**src/rtl/shift_sel_unpacker.sv**
```systemverilog
// shift_sel_unpacker: receive-side inverse of the byte-swap / left-shift packer.
// Restores byte order on accept, then undoes the packer's left shift with an
// iterative right shift (one bit per cycle) before presenting the word downstream.
`timescale 1ns/1ps

module shift_sel_unpacker #(
  parameter int CNT_W = 8
) (
  input  logic             clk,
  input  logic             rst_n,
  input  logic             in_valid,
  output logic             in_ready,
  input  logic [15:0]      in_word,
  input  logic [3:0]       in_shift_amount,
  input  logic             in_arith,
  output logic             out_valid,
  input  logic             out_ready,
  output logic [15:0]      out_word,
  output logic [15:0]      out_mask,
  output logic [3:0]       out_shift_amount,
  output logic [CNT_W-1:0] out_count
);

  typedef enum logic [1:0] {
    IDLE  = 2'd0,
    SHIFT = 2'd1,
    DONE  = 2'd2
  } state_t;

  state_t           state_q;
  logic [15:0]      shiftReg_q;
  logic [3:0]       cnt_q;
  logic             arith_q;
  logic             outValid_q;
  logic [15:0]      outWord_q;
  logic [15:0]      outMask_q;
  logic [3:0]       outShiftAmount_q;
  logic [CNT_W-1:0] outCount_q;

  logic [15:0]      swapped_d;
  logic [15:0]      shifted_d;

  // Byte-swap of the incoming word and one-bit right shift of the working register.
  always_comb begin
    swapped_d = {in_word[7:0], in_word[15:8]};
    shifted_d = {(arith_q ? shiftReg_q[15] : 1'b0), shiftReg_q[15:1]};
  end

  // Ready is qualified by reset so it only rises once reset is released.
  assign in_ready         = rst_n && (state_q == IDLE);
  assign out_valid        = outValid_q;
  assign out_word         = outWord_q;
  assign out_mask         = outMask_q;
  assign out_shift_amount = outShiftAmount_q;
  assign out_count        = outCount_q;

  // Control FSM with registered outputs; reset discards any word in flight.
  always_ff @(posedge clk or negedge rst_n) begin
    if (!rst_n) begin
      state_q          <= IDLE;
      shiftReg_q       <= 16'h0000;
      cnt_q            <= 4'd0;
      arith_q          <= 1'b0;
      outValid_q       <= 1'b0;
      outWord_q        <= 16'h0000;
      outMask_q        <= 16'h0000;
      outShiftAmount_q <= 4'd0;
      outCount_q       <= '0;
    end else begin
      case (state_q)
        IDLE: begin
          if (in_valid) begin
            shiftReg_q       <= swapped_d;
            cnt_q            <= in_shift_amount;
            arith_q          <= in_arith;
            outShiftAmount_q <= in_shift_amount;
            outMask_q        <= 16'hFFFF >> in_shift_amount;
            if (in_shift_amount == 4'd0) begin
              state_q    <= DONE;
              outValid_q <= 1'b1;
              outWord_q  <= swapped_d;
            end else begin
              state_q <= SHIFT;
            end
          end
        end
        SHIFT: begin
          shiftReg_q <= shifted_d;
          cnt_q      <= cnt_q - 4'd1;
          if (cnt_q == 4'd1) begin
            state_q    <= DONE;
            outValid_q <= 1'b1;
            outWord_q  <= shifted_d;
          end
        end
        DONE: begin
          if (out_ready) begin
            outCount_q <= outCount_q + {{(CNT_W-1){1'b0}}, 1'b1};
            outValid_q <= 1'b0;
            state_q    <= IDLE;
          end
        end
        default: begin
          state_q    <= IDLE;
          outValid_q <= 1'b0;
        end
      endcase
    end
  end

endmodule

```
**config.mk**
```make
export PLATFORM = sky130hd
export DESIGN_NAME = shift_sel_unpacker
export DESIGN_NICKNAME = d
export VERILOG_FILES = /design/src/rtl/shift_sel_unpacker.sv
export SDC_FILE = /design/constraint.sdc
export NUM_CORES = 1
export LEC_CHECK = 0
export ABC_AREA = 0
export BUFFER_PORTS_ARGS = -buffer_cell sky130_fd_sc_hd__buf_2
export CORE_MARGIN = 2
export CORE_UTILIZATION = 50
export CTS_CLUSTER_SIZE = 28
export DETAILED_ROUTE_END_ITERATION = 12
export GPL_ROUTABILITY_DRIVEN = 0
export PLACE_DENSITY = 0.76
export SYNTH_ARGS = -nofsm -noshare
export SYNTH_HDL_FRONTEND = slang
export SYNTH_SLANG_ARGS = --single-unit
export TNS_END_PERCENT = 100
```
**constraint.sdc**
```tcl
create_clock -name clk -period 2.2 [get_ports clk]
set_input_delay 0.44 -clock clk [delete_from_list [all_inputs] [get_ports clk]]
set_output_delay 0.44 -clock clk [all_outputs]
set_load 0.02 [all_outputs]
```
* Word level (Yosys, flattened, before mapping)
Cells that the tools add are included.
Operators by class: shift operators 1, $add $sub $neg 2, reduce and logical (&&, ||, !) cells 10, muxes and demuxes 19, equality and inequality tests 7
Operators by type and width (number):
- $mux W16 | 4
- $pmux W16 S2 | 2
- $shr A16 B4 Y16 const A | 1
- $add A8 B1 Y8 const B | 1
- $mux W2 | 4
- $pmux W4 S2 | 1
- $reduce_and A4 Y1 | 2
- $ne A2 B2 Y1 const B | 3
- $pmux W2 S3 | 1
- $reduce_and A2 Y1 | 3
- $mux W1 | 5
- $eq A4 B1 Y1 const B | 1
- $logic_not A4 Y1 | 1
- $mux W4 | 1
- $sub A4 B1 Y4 const B | 1
- $pmux W1 S3 | 1
- $reduce_and A3 Y1 | 1
- $eq A2 B1 Y1 const B | 1
- $eq A2 B2 Y1 const B | 1
- $logic_not A2 Y1 | 1
- $ne A2 B1 Y1 const B | 1
- $reduce_bool A2 Y1 | 1
- $logic_and A1 B1 Y1 | 1
Storage, ports and cells: logic and storage cells 48, bits in registers 68, output and inout bits 46, input port bits 25

* Longest topological paths before layout
depth in word-level cells 4, gate-level depth with buffers 6, gate-level depth less buffers 5

* Least setup slack after synthesis
No wires, ideal clock.
kind reg-to-reg, from reg cnt_q[1], to reg outWord_q[10] (netlist: out_word[10]), setup time 0.125 ns, stages on the path, launching flop included 7, arrival time 1.801 ns, setup slack 0.274 ns, path through dfrtp_1 > inv_1 > ha_1 > or3b_2 > o22ai_4 > buf_12 > mux2_4
Between the ends: longest elaborated chain between the ends 3
Ends and longest elaborated chain:
- start: declaration | RTL line 32 | logic [3:0] cnt_q;
- start signal: assignment | RTL line 74 | cnt_q <= in_shift_amount;
- start signal: assignment | RTL line 89 | cnt_q <= cnt_q - 4'd1;
- $eq A4 B1 Y1 | RTL line 90 | if (cnt_q == 4'd1) begin
- $ne A2 B2 Y1 (no line)
- $reduce_and A4 Y1 (no line)
- end signal: assignment | RTL line 81 | outWord_q <= swapped_d;
- end signal: assignment | RTL line 93 | outWord_q <= shifted_d;
- end: declaration | RTL line 35 | logic [15:0] outWord_q;
No other way between the ends. A chain may end at the register's enable or synchronous reset.

* Worst setup path in the final report
from reg cnt_q[1], to reg outWord_q[0] (netlist: out_word[0])
The elaborated chain is that of the path after synthesis.

==> summary by stage <==
STA
After routing, the total negative slack on setup checks comes to 0 ns. The final worst clock skew is 0.00823 ns. Setup violations remaining at the end of the flow were counted as 0. The upper clock frequency limit is 513 MHz. The worst path uses 88.6% of the clock period. The worst pin sits at a relative slew slack of 45.2%. The final max-slew violation count is 0. At the pin with the least slew margin, the transition time is 0.823 ns.

The hold violation total from the final report came to 0. The worst path meets setup with 0.250 ns of slack. The final critical path time including I/O delays and setup is 1.95 ns.

Setup repair after global routing left no endpoint under its margin.

CTS
The number of sinks handled by clock tree synthesis is 67. The root buffer cell is clkbuf_8. For this design, the CTS-stage hold fixing added 0 buffers. After clock tree synthesis, the clock-pin slew on the worst setup and hold paths is 0.07 ns. The maximum buffer depth of the clock tree is 2. The maximum level of the CTS H-tree is 3. Buffers added to address setup during post-CTS repair amount to 0. The latest clock arrival within the worst-skew pair is 0.33 ns.

The TritonCTS buffer count is 9. TritonCTS built the clock tree. The total of cells resized after clock tree synthesis is 0.

GRT
The pin count of the biggest net entering global routing is 68. The first global-routing pass estimated 10,200 um of wire. The number of global-route vias before repair is 2,132. The initial antenna violation count is 0. The total congestion overflow after global routing is 0.

The total global routing track utilization is 19.9%.

Yosys
The post-synthesis instance total is 281. The post-synthesis instance area is 3100 um^2. The number of enable flip-flop cells after synthesis is 0. The leading area contributor after synthesis is dfrtp_1. In the post-synthesis netlist, the biggest area contributors are dfrtp_1 54%, mux2_2 8.7%, nand2_1 5.7%. The total number of yosys warnings is 0. The synthesized design contains 67 register bits. Yosys instantiated no cell more often than dfrtp_1. For this run, asynchronously set or reset flops after synthesis account for 100%. When the netlist entered floorplanning its net count stood at 309. The synthesized netlist contains 47 unique library cells. Each instance of the synthesized netlist takes up on average 11.0 um^2. Among all flip-flop cells after synthesis, the most frequent one is dfrtp_1.

Summed over its instances, the top area cell type makes up 54.1% of the synthesized netlist area. By count the netlist is led by 67 x dfrtp_1, 47 x nand2_1, 24 x mux2_2, 24 x nor2_1. The share of the Yosys chip area taken by registers is 54.1%.

Run status
The run finished with clean final reports.

Setup path
The peak fanout along the critical path is 17. The combined buffer and inverter count along the critical path is 2. STA classifies the critical path startpoint as a flop.

The critical path goes through inv_1, ha_1, or3b_2, o22ai_4, buf_12, mux2_2. The highest cell delay on the worst timing path is 0.50 ns. By startpoint and endpoint, the worst setup path is classified as flop to flop. The kind of capture point of the worst setup path is a flop. Among all stages on the critical path, the largest delay is contributed by or3b_2.

The gate family responsible for the most delay along the worst path is simple AND/OR/NAND/NOR gates. For the worst setup path, the data arrival time is 2.16 ns. The required time of the critical path is 2.41 ns.

Floorplanning
Pin placement for this block handled 71 I/O pins. In this run the horizontal extent of the chip is 82.7 um. The total area inside the core boundary comes to 5960 um^2. The floorplan has 28 rows. The floorplan step set the die height to 82.7 um. The die covers 6850 um^2.

The initial utilization of the core area, before any placement, comes to 52.1%.

Final layout
After the last flow step, the layout net total stands at 382. The number of diodes is 0. The area growth from synthesis to layout is 22.3%. The finished cells cover 3790 um^2. Of the cells placed in the final design, the portion with a size suffix greater than 1 is 38.4%.

Placed design
In this run the cell area measured after placement is 3560 um^2. Port buffering added 70 buffers. Before CTS, the worst setup slack after placement is 0.206 ns.

After legalization and detailed placement, the total HPWL measured 4250 um.

Pwr
The post-route total power is 5.78 mW. For this design the total switching power over the nets is 2.17 mW. The internal portion of the total power is 3.61 mW. The relative contribution of the clock network to total power is 19.8%. Of the total power, the share spent switching nets is 37.6%. The fraction of power consumed by combinational cells is 43.6%. The leakage power total is 1.81 nW.

IR analysis of the VDD net gives a maximum drop of 0.000585 V. Sequential cells burn 36.6% of the power. The power density of the placed cells is 1520 nW/um^2.

Route
The first detailed-routing pass ran for 4 iterations. In the final routing, the length of wire on met1 measures 3030 um. In the final routed layout, each cell accounts on average for 14.6 um. The vias after detailed routing is 2,310. The wire length reported by the detailed router is 6350 um.

In this run, the number of DRC markers left after iteration 0 of detailed routing was 209. The count of nets left with antenna violations after detail routing is 0. In the routed layout, each cell is associated on average with a via count of 5.32. The final routed DRC violation total is 0. The top layer used by detailed routing is met4. The wire length on met3 is 250 um.

The length of routed met2 wiring is 2990 um.

Min path
The path class of the tightest hold or removal check is primary input to flop.

Job
The number of maximum-capacitance constraint violations is 0.
[layer usage]
layer,vias to the layer above,GRT usage (%)
met5,-,0
met4,0,8.69
met3,5,3.59
met2,62,29.8
met1,1113,28.4
li1,1130,-
[stage by stage]
stage          instances  hold slack (ns)  utilization (%)
2_1_floorplan        281            0.144                -
3_3_place_gp         418            0.451             59.9
3_5_place_dp         418            0.449             59.9
4_1_cts              434            0.302             63.7
5_1_grt              434            0.309             63.7
6_report             434            0.311             63.7
[sequential cells by signal (all words and copies together) (netlist names), 2 cells and up]
name and flops:
out_mask 16, out_count 8, shiftReg_q 15, out_shift_amount 4, out_word 16, state_q 2, cnt_q 4
[cell type report]
class                           count  area (um^2)
Fill cell                         489         2160
Sequential cell                    67         1680
Multi-Input combinational cell    190         1310
Timing Repair Buffer               82          465
Clock buffer                       12          155
Tap cell                           75         93.8
Clock inverter                      4         72.6
Inverter                            4         15.0
[kinds of logic (layout without fill, tap and decap cells)]
group / after synthesis / after routing / synth area share [%]
XOR/XNOR: 8 / 8 / 2.26
buffers and inverters: 24 / 102 / 3.71
AND/OR/NAND/NOR: 95 / 95 / 14.0
AO/OA/AOI/OAI: 51 / 51 / 11.8
adder cells (fa/ha/maj): 3 / 3 / 1.21
multiplexers: 33 / 33 / 12.9
flip-flops: 67 / 67 / 54.1
[worst min-delay path: cells and delay by family]
| family | cells | cell delay, ns |
|---|---|---|
| simple gates | 2 | 0.08 |
| buf+inv | 1 | 0.08 |
[cells in the final DEF, fill, tap and decap left out, types with 4 or more instances in the layout]
cell	count
o21a_1	4
clkbuf_8	11
nand3_1	4
buf_2	70
xor2_1	5
o21ai_0	6
dfrtp_1	67
buf_4	10
a21oi_1	4
a31oi_1	16
nand2_1	47
mux2_4	8
mux2_2	24
inv_1	4
nor2_1	24
[worst paths after layout]
kind,slack (ns),from,endpoint,depth (start not counted)
max in group asynchronous,1.34,rst_n,cnt_q[0],2
hold reg to reg,0.47,out_mask[0],out_mask[0],1
setup reg to reg,0.25,cnt_q[1],out_word[0],6
hold / removal,0.31,in_arith,arith_q,3
setup / recovery,0.25,cnt_q[1],out_word[0],6
min in group asynchronous,0.32,rst_n,out_count[3],2
[power by group through the flow]
stage | clock network [mW] | registers (mW) | logic (mW)
2_1_floorplan | 0 | 2.47 | 1.42
3_3_place_gp | 0 | 2.12 | 2.46
3_5_place_dp | 0 | 2.13 | 2.54
4_1_cts | 1.17 | 2.12 | 2.55
5_1_grt | 1.23 | 2.20 | 2.76
6_report | 1.14 | 2.12 | 2.52
No activity file was read; power rests on OpenSTA's default activity.
